## config.mk

```make
export PLATFORM = sky130hd
export DESIGN_NAME = softshell_wb_arbiter
export DESIGN_NICKNAME = d
export VERILOG_FILES = /design/src/rtl/softshell_pkg.sv /design/src/rtl/softshell_rr_pick.sv /design/src/rtl/softshell_wb_arbiter.sv
export SDC_FILE = /design/constraint.sdc
export NUM_CORES = 1
export LEC_CHECK = 0
export CAP_MARGIN = 5
export CORE_AREA = 2 2 170 172
export DETAILED_ROUTE_END_ITERATION = 8
export DIE_AREA = 0 0 172 174
export SLEW_MARGIN = 40
export SYNTH_ARGS = -nofsm -noshare
export SYNTH_HDL_FRONTEND = slang
export SYNTH_SLANG_ARGS = --single-unit
export TNS_END_PERCENT = 10
```

## constraint.sdc

```tcl
create_clock -name wb_clk_i -period 2.99 [get_ports wb_clk_i]
set_input_delay 0.598 -clock wb_clk_i [delete_from_list [all_inputs] [get_ports wb_clk_i]]
set_output_delay 0.598 -clock wb_clk_i [all_outputs]
set_load 0.01 [all_outputs]
```

## src/rtl/softshell_pkg.sv

```systemverilog
// Shared definitions for the softshell interconnect: Wishbone widths, arbiter FSM encoding,
// and the default stall budget before a hung slave transfer is aborted.
package softshell_pkg;

  localparam int WB_AW = 32;
  localparam int WB_DW = 32;
  localparam int WB_SW = 4;

  localparam int TIMEOUT_CYCLES_DEFAULT = 255;

  typedef enum logic [1:0] {
    IDLE     = 2'd0,
    OWN      = 2'd1,
    ERR_WAIT = 2'd2
  } arb_state_t;

endpackage

```

## src/rtl/softshell_rr_pick.sv

```systemverilog
// Combinational round-robin picker: first asserted req scanning upward from last+1, wrapping.
// Zero latency; no state, so the caller owns the 'last' pointer and the handshake.
module softshell_rr_pick #(
  parameter int N  = 4,
  parameter int IW = (N > 1) ? $clog2(N) : 1
) (
  input  logic [N-1:0]  req,
  input  logic [IW-1:0] last,
  output logic [IW-1:0] winner,
  output logic          vld
);

  logic [IW-1:0] idx;

  // Scan farthest-first so the nearest requester after 'last' overwrites and wins.
  always_comb begin
    winner = '0;
    vld    = 1'b0;
    idx    = '0;
    for (int i = N; i >= 1; i--) begin
      idx = IW'((int'(last) + i) % N);
      if (req[idx]) begin
        winner = idx;
        vld    = 1'b1;
      end
    end
  end

endmodule

```

## src/rtl/softshell_wb_arbiter.sv

```systemverilog
// Round-robin Wishbone classic arbiter: whole-cyc bus lock, one-cycle registered grant latency,
// combinational ack/data pass-through; a slave stalling past TIMEOUT_CYCLES is aborted with err.
module softshell_wb_arbiter
  import softshell_pkg::*;
#(
  parameter int NUM_MASTERS    = 4,
  parameter int TIMEOUT_CYCLES = TIMEOUT_CYCLES_DEFAULT
) (
  input  logic                         wb_clk_i,
  input  logic                         wb_rst_i,
  input  logic [NUM_MASTERS-1:0]       m_cyc_i,
  input  logic [NUM_MASTERS-1:0]       m_stb_i,
  input  logic [NUM_MASTERS-1:0]       m_we_i,
  input  logic [WB_SW*NUM_MASTERS-1:0] m_sel_i,
  input  logic [WB_AW*NUM_MASTERS-1:0] m_adr_i,
  input  logic [WB_DW*NUM_MASTERS-1:0] m_dat_i,
  output logic [NUM_MASTERS-1:0]       m_ack_o,
  output logic [NUM_MASTERS-1:0]       m_err_o,
  output logic [WB_DW-1:0]             m_dat_o,
  output logic                         s_cyc_o,
  output logic                         s_stb_o,
  output logic                         s_we_o,
  output logic [WB_SW-1:0]             s_sel_o,
  output logic [WB_AW-1:0]             s_adr_o,
  output logic [WB_DW-1:0]             s_dat_o,
  input  logic                         s_ack_i,
  input  logic [WB_DW-1:0]             s_dat_i,
  output logic [NUM_MASTERS-1:0]       grant_o,
  output logic                         timeout_o
);

  localparam int IW = $clog2(NUM_MASTERS);
  localparam int CW = $clog2(TIMEOUT_CYCLES + 1);

  arb_state_t             state;
  logic [IW-1:0]          owner;
  logic [IW-1:0]          last;
  logic [NUM_MASTERS-1:0] grant;
  logic [CW-1:0]          cnt;

  logic [IW-1:0]          pick_idx;
  logic                   pick_vld;

  logic                   own_cyc, own_stb, own_we;
  logic [WB_SW-1:0]       own_sel;
  logic [WB_AW-1:0]       own_adr;
  logic [WB_DW-1:0]       own_dat;
  logic [NUM_MASTERS-1:0] own_hot;

  logic active, pass_data, ack_fwd, tmo_hit;

  softshell_rr_pick #(.N(NUM_MASTERS), .IW(IW)) u_pick (
    .req    (m_cyc_i),
    .last   (last),
    .winner (pick_idx),
    .vld    (pick_vld)
  );

  always_comb begin
    own_cyc = 1'b0;
    own_stb = 1'b0;
    own_we  = 1'b0;
    own_sel = '0;
    own_adr = '0;
    own_dat = '0;
    own_hot = '0;
    for (int i = 0; i < NUM_MASTERS; i++) begin
      if (owner == IW'(i)) begin
        own_cyc    = m_cyc_i[i];
        own_stb    = m_stb_i[i];
        own_we     = m_we_i[i];
        own_sel    = m_sel_i[i*WB_SW +: WB_SW];
        own_adr    = m_adr_i[i*WB_AW +: WB_AW];
        own_dat    = m_dat_i[i*WB_DW +: WB_DW];
        own_hot[i] = 1'b1;
      end
    end
  end

  // Reset masks everything combinationally so a slave ack coinciding with reset never leaks out.
  assign active    = (state == OWN) && !wb_rst_i;
  assign pass_data = (state != IDLE) && !wb_rst_i;
  assign ack_fwd   = active && s_ack_i && own_cyc && own_stb;
  assign tmo_hit   = active && own_cyc && own_stb && !s_ack_i && (cnt == CW'(TIMEOUT_CYCLES));

  assign s_cyc_o   = active && own_cyc;
  assign s_stb_o   = active && own_stb;
  assign s_we_o    = active && own_we;
  assign s_sel_o   = pass_data ? own_sel : '0;
  assign s_adr_o   = pass_data ? own_adr : '0;
  assign s_dat_o   = pass_data ? own_dat : '0;

  assign m_ack_o   = ack_fwd ? own_hot : '0;
  assign m_err_o   = tmo_hit ? own_hot : '0;
  assign timeout_o = tmo_hit;
  assign m_dat_o   = s_dat_i;
  assign grant_o   = grant;

  always_ff @(posedge wb_clk_i) begin
    if (wb_rst_i) begin
      state <= IDLE;
      owner <= '0;
      last  <= IW'(NUM_MASTERS - 1);
      grant <= '0;
      cnt   <= '0;
    end else begin
      case (state)
        IDLE: begin
          cnt <= '0;
          if (pick_vld) begin
            owner <= pick_idx;
            grant <= NUM_MASTERS'(1) << pick_idx;
            state <= OWN;
          end
        end
        OWN: begin
          if (!own_cyc) begin
            last  <= owner;
            grant <= '0;
            cnt   <= '0;
            state <= IDLE;
          end else if (tmo_hit) begin
            cnt   <= '0;
            state <= ERR_WAIT;
          end else if (own_stb && !s_ack_i) begin
            if (cnt != CW'(TIMEOUT_CYCLES)) cnt <= cnt + 1'b1;
          end else begin
            cnt <= '0;
          end
        end
        ERR_WAIT: begin
          cnt <= '0;
          if (!own_cyc) begin
            last  <= owner;
            grant <= '0;
            state <= IDLE;
          end
        end
        default: state <= IDLE;
      endcase
    end
  end

endmodule
```

==> results_dict.tcl <==
set metrics [dict create \
    status "complete, no violations" \
    power_w 0.002465 \
    hold-path-endpoint "grant_o[0]$_SDFFE_PP0P_" \
    clkPwrFrac_pct 11.2 \
    min_path_cells 1 \
    num_antenna_cells 0 \
    drtIter0Drc 134 \
    cp_slowest_stage_delay_ns 0.52 \
    gp_congestion 0.7853 \
    worstReg2RegStart "owner[0]$_SDFFE_PP0P_" \
    dr.pass1.iters 5 \
    synthArstFlopShare_pct 0 \
    vias 4244 \
    grt_max_degree 42 \
    initial_utilization_pct 12.45 \
    path_clk_slew_ns 0.05 \
    cts_tree "yes" \
    synth_nets 662 \
    synth.avg_cell_area_sq_um 10.40 \
    path_delay_family "buffers and inverters" \
    seq_power_share_pct 12.8 \
    wl_per_cell_microns 18.75 \
    ys_ff_latch 18 \
    ff2ff_path_depth 5 \
    max_slew_margin_pct 58.72 \
    start_kind "input pin" \
    drive_gt1_share_pct 15.70 \
    syn_area_sq_um 3516 \
    die_area_sq_um 29930 \
    boundaryPins 435 \
    fin_cells 1059 \
    p_int_w 0.001618 \
    maxCapViolations 0 \
    reg2reg_to "cnt[2]$_SDFFE_PP0P_" \
    finalCriticalPeriod_ns 2.979 \
    rows 62 \
    fin_area_sq_um 7669 \
    placed_cell_area_sq_um 7569 \
    crit_path_max_fanout 4 \
    crit_required_ns 2.39 \
    grt_overflow 0 \
    dp_hpwl_mm 17.09 \
    numPortBuffers 370 \
    finalClockSkew_ns 0.002370 \
    power_density_nw_per_um2 321.4 \
    path_buf_inv 3 \
    grt_antenna_before_repair 3 \
    fmax_ghz 0.3357 \
    yosys_warnings 0 \
    critPathArrivalTime_ns 2.38 \
    post-route-period-util_pct 99.62 \
    worstSetupPathType "in2out" \
    cts_htree_levels 1 \
    final-max-slew-violation-count 0 \
    synth_largest_area_cell "mux4_2" \
    rsz0062_at_grt "true" \
    path_cells "clkdlybuf4s50_1 -> mux4_2 -> buf_4 -> nand4_1 -> nor3_1 -> clkdlybuf4s50_1" \
    grt_use_total_pct 11.98 \
    nets 1000 \
    combPwrFrac_pct 76.0 \
    rrSetupSlack_ns 0.94 \
    cp-end-kind "output port" \
    dp.cells 1055 \
    core_area_sq_um 28240 \
    leakage_nw 2.720 \
    routed_via_density 4.008 \
    grt_pass1_wl_mm 26.92 \
    synth_edf_count 0 \
    cts_root_buffer "clkbuf_16" \
    slowest_stage "mux4_2" \
    drcViolationCount 0 \
    grt_pass1_vias 4215 \
    critical_path.most_common_cell "clkdlybuf4s50_1" \
    ant_nets 0 \
    worstSkewPairLatency_ns 0.25 \
    peakVddDrop_v 0.0003315 \
    final-hold-violation-count 0 \
    clock_sinks 18 \
    hp-class "reg2reg" \
    wl_mm 19.86 \
    clock_path_buffers 2 \
    switching_share_pct 34.34 \
    synth_cell_types 41 \
    die_h_microns 174 \
    finalSetupViolations 0 \
    worst_slew_pin_slew_ns 0.6115 \
    synthTopCellsByCount "nor2b_1, mux4_2, buf_4, dfxtp_1, clkbuf_1" \
    switchingPower_w 0.0008464 \
    min_from "grant_o[0]$_SDFFE_PP0P_" \
    synth.most_common_cell "nor2b_1" \
    ys_top_cells_by_area "mux4_2, nor2b_1, dfxtp_1" \
    syn2layout_area_growth_pct 118.1 \
    seq_area_frac_synth_pct 10.25 \
    die_w_microns 172 \
    synth_top_cell_area_share_pct 45.48 \
    synthCells 338 \
    cts_buffers 3 \
    synth-main-ff-cell "dfxtp_1" \
]
-- power groups by stage --
stage | sequential [W] | combinational, W | clock [W]
6_report | 0.000316 | 0.00187 | 0.000276
3_5_place_dp | 0.000324 | 0.00189 | 0
2_1_floorplan | 0.000287 | 0.00102 | 0
4_1_cts | 0.000319 | 0.00191 | 0.000283
5_1_grt | 0.000325 | 0.00200 | 0.000292
3_3_place_gp | 0.000325 | 0.00189 | 0
-- routing by layer --
layer	routed length (microns)	GRT usage [%]
met2	9369	20.36
met3	1949	3.165
met4	88	1.120
met1	8419	15.73
met5	30	0
-- sequential cells by signal (all words and copies together) (netlist names) --
name     flops
cnt          8
grant_o      4
owner        2
state        2
last         2
-- logic make-up after synthesis --
family,Yosys count,synth area share [%]
adder cells (fa/ha/maj),5,1.779
multiplexers,74,46.33
flip-flops,18,10.25
AO/OA/AOI/OAI,32,6.477
buffers and inverters,65,11.39
AND/OR/NAND/NOR,144,23.77
-- layout make-up --
class | instances | area, sq um
clock buffer | 3 | 75.07
clock inverter | 1 | 3.754
fill | 2976 | 20570
inverter | 5 | 18.77
multi-input combinational | 255 | 2755
sequential | 18 | 367.9
tap | 384 | 480.5
timing repair buffer | 393 | 3968
-- how the worst max path moves through the flow --
stage | end | slack [ns] | cells after the start | start
final | m_ack_o[0] | 0.01 | 6 | m_stb_i[3]
after global routing | m_ack_o[0] | -0.10 | 5 | m_cyc_i[1]
after CTS | m_ack_o[0] | -0.004 | 5 | m_cyc_i[1]
after detailed placement | m_err_o[0] | -0.02 | 6 | m_stb_i[3]
after global placement | m_err_o[0] | -0.02 | 6 | m_stb_i[1]
after floorplan | s_dat_o[11] | 0.65 | 7 | state[0]$_SDFFE_PP0P_
-- what timing repair did --
action / 4_1_cts / 5_1_grt
endpoints found under the setup margin: 6 / 13
pin swaps: 1 / 0
setup buffers: 0 / 0
gates resized for setup: 5 / 11
cloned: 0 / 0
hold buffers: 0 / 0
-- placed cells by master, fill, tap and decap left out, drive strengths merged, types with 3 or more instances in the layout --
cell           count
a32o               4
dlymetal6s2s      11
inv                5
nand2             15
mux2i              3
nand2b             8
nor2b             74
buf               25
clkbuf             3
nand4              5
nor2              12
ha                 5
nand3b             3
nand3             11
o21ai              7
clkdlybuf4s50    352
nor3               5
o211ai             3
dfxtp             18
mux4              71
dlygate4sd2        5
a21oi              7
-- per-stage QoR --
stage                     util (%)    TNS, ns  setup slack [ns]  hold slack, ns
after detailed placement     26.80   -0.01817          -0.01547          0.4601
final                        27.16          0           0.01126          0.4667
after global routing         27.16    -0.1135           -0.1010          0.4943
after CTS                    27.06  -0.003686         -0.003686          0.4734
after floorplan                  -          0            0.6539          0.4638
after global placement       26.80   -0.02287          -0.02287          0.4538
Power figures use the tool's default switching activity.
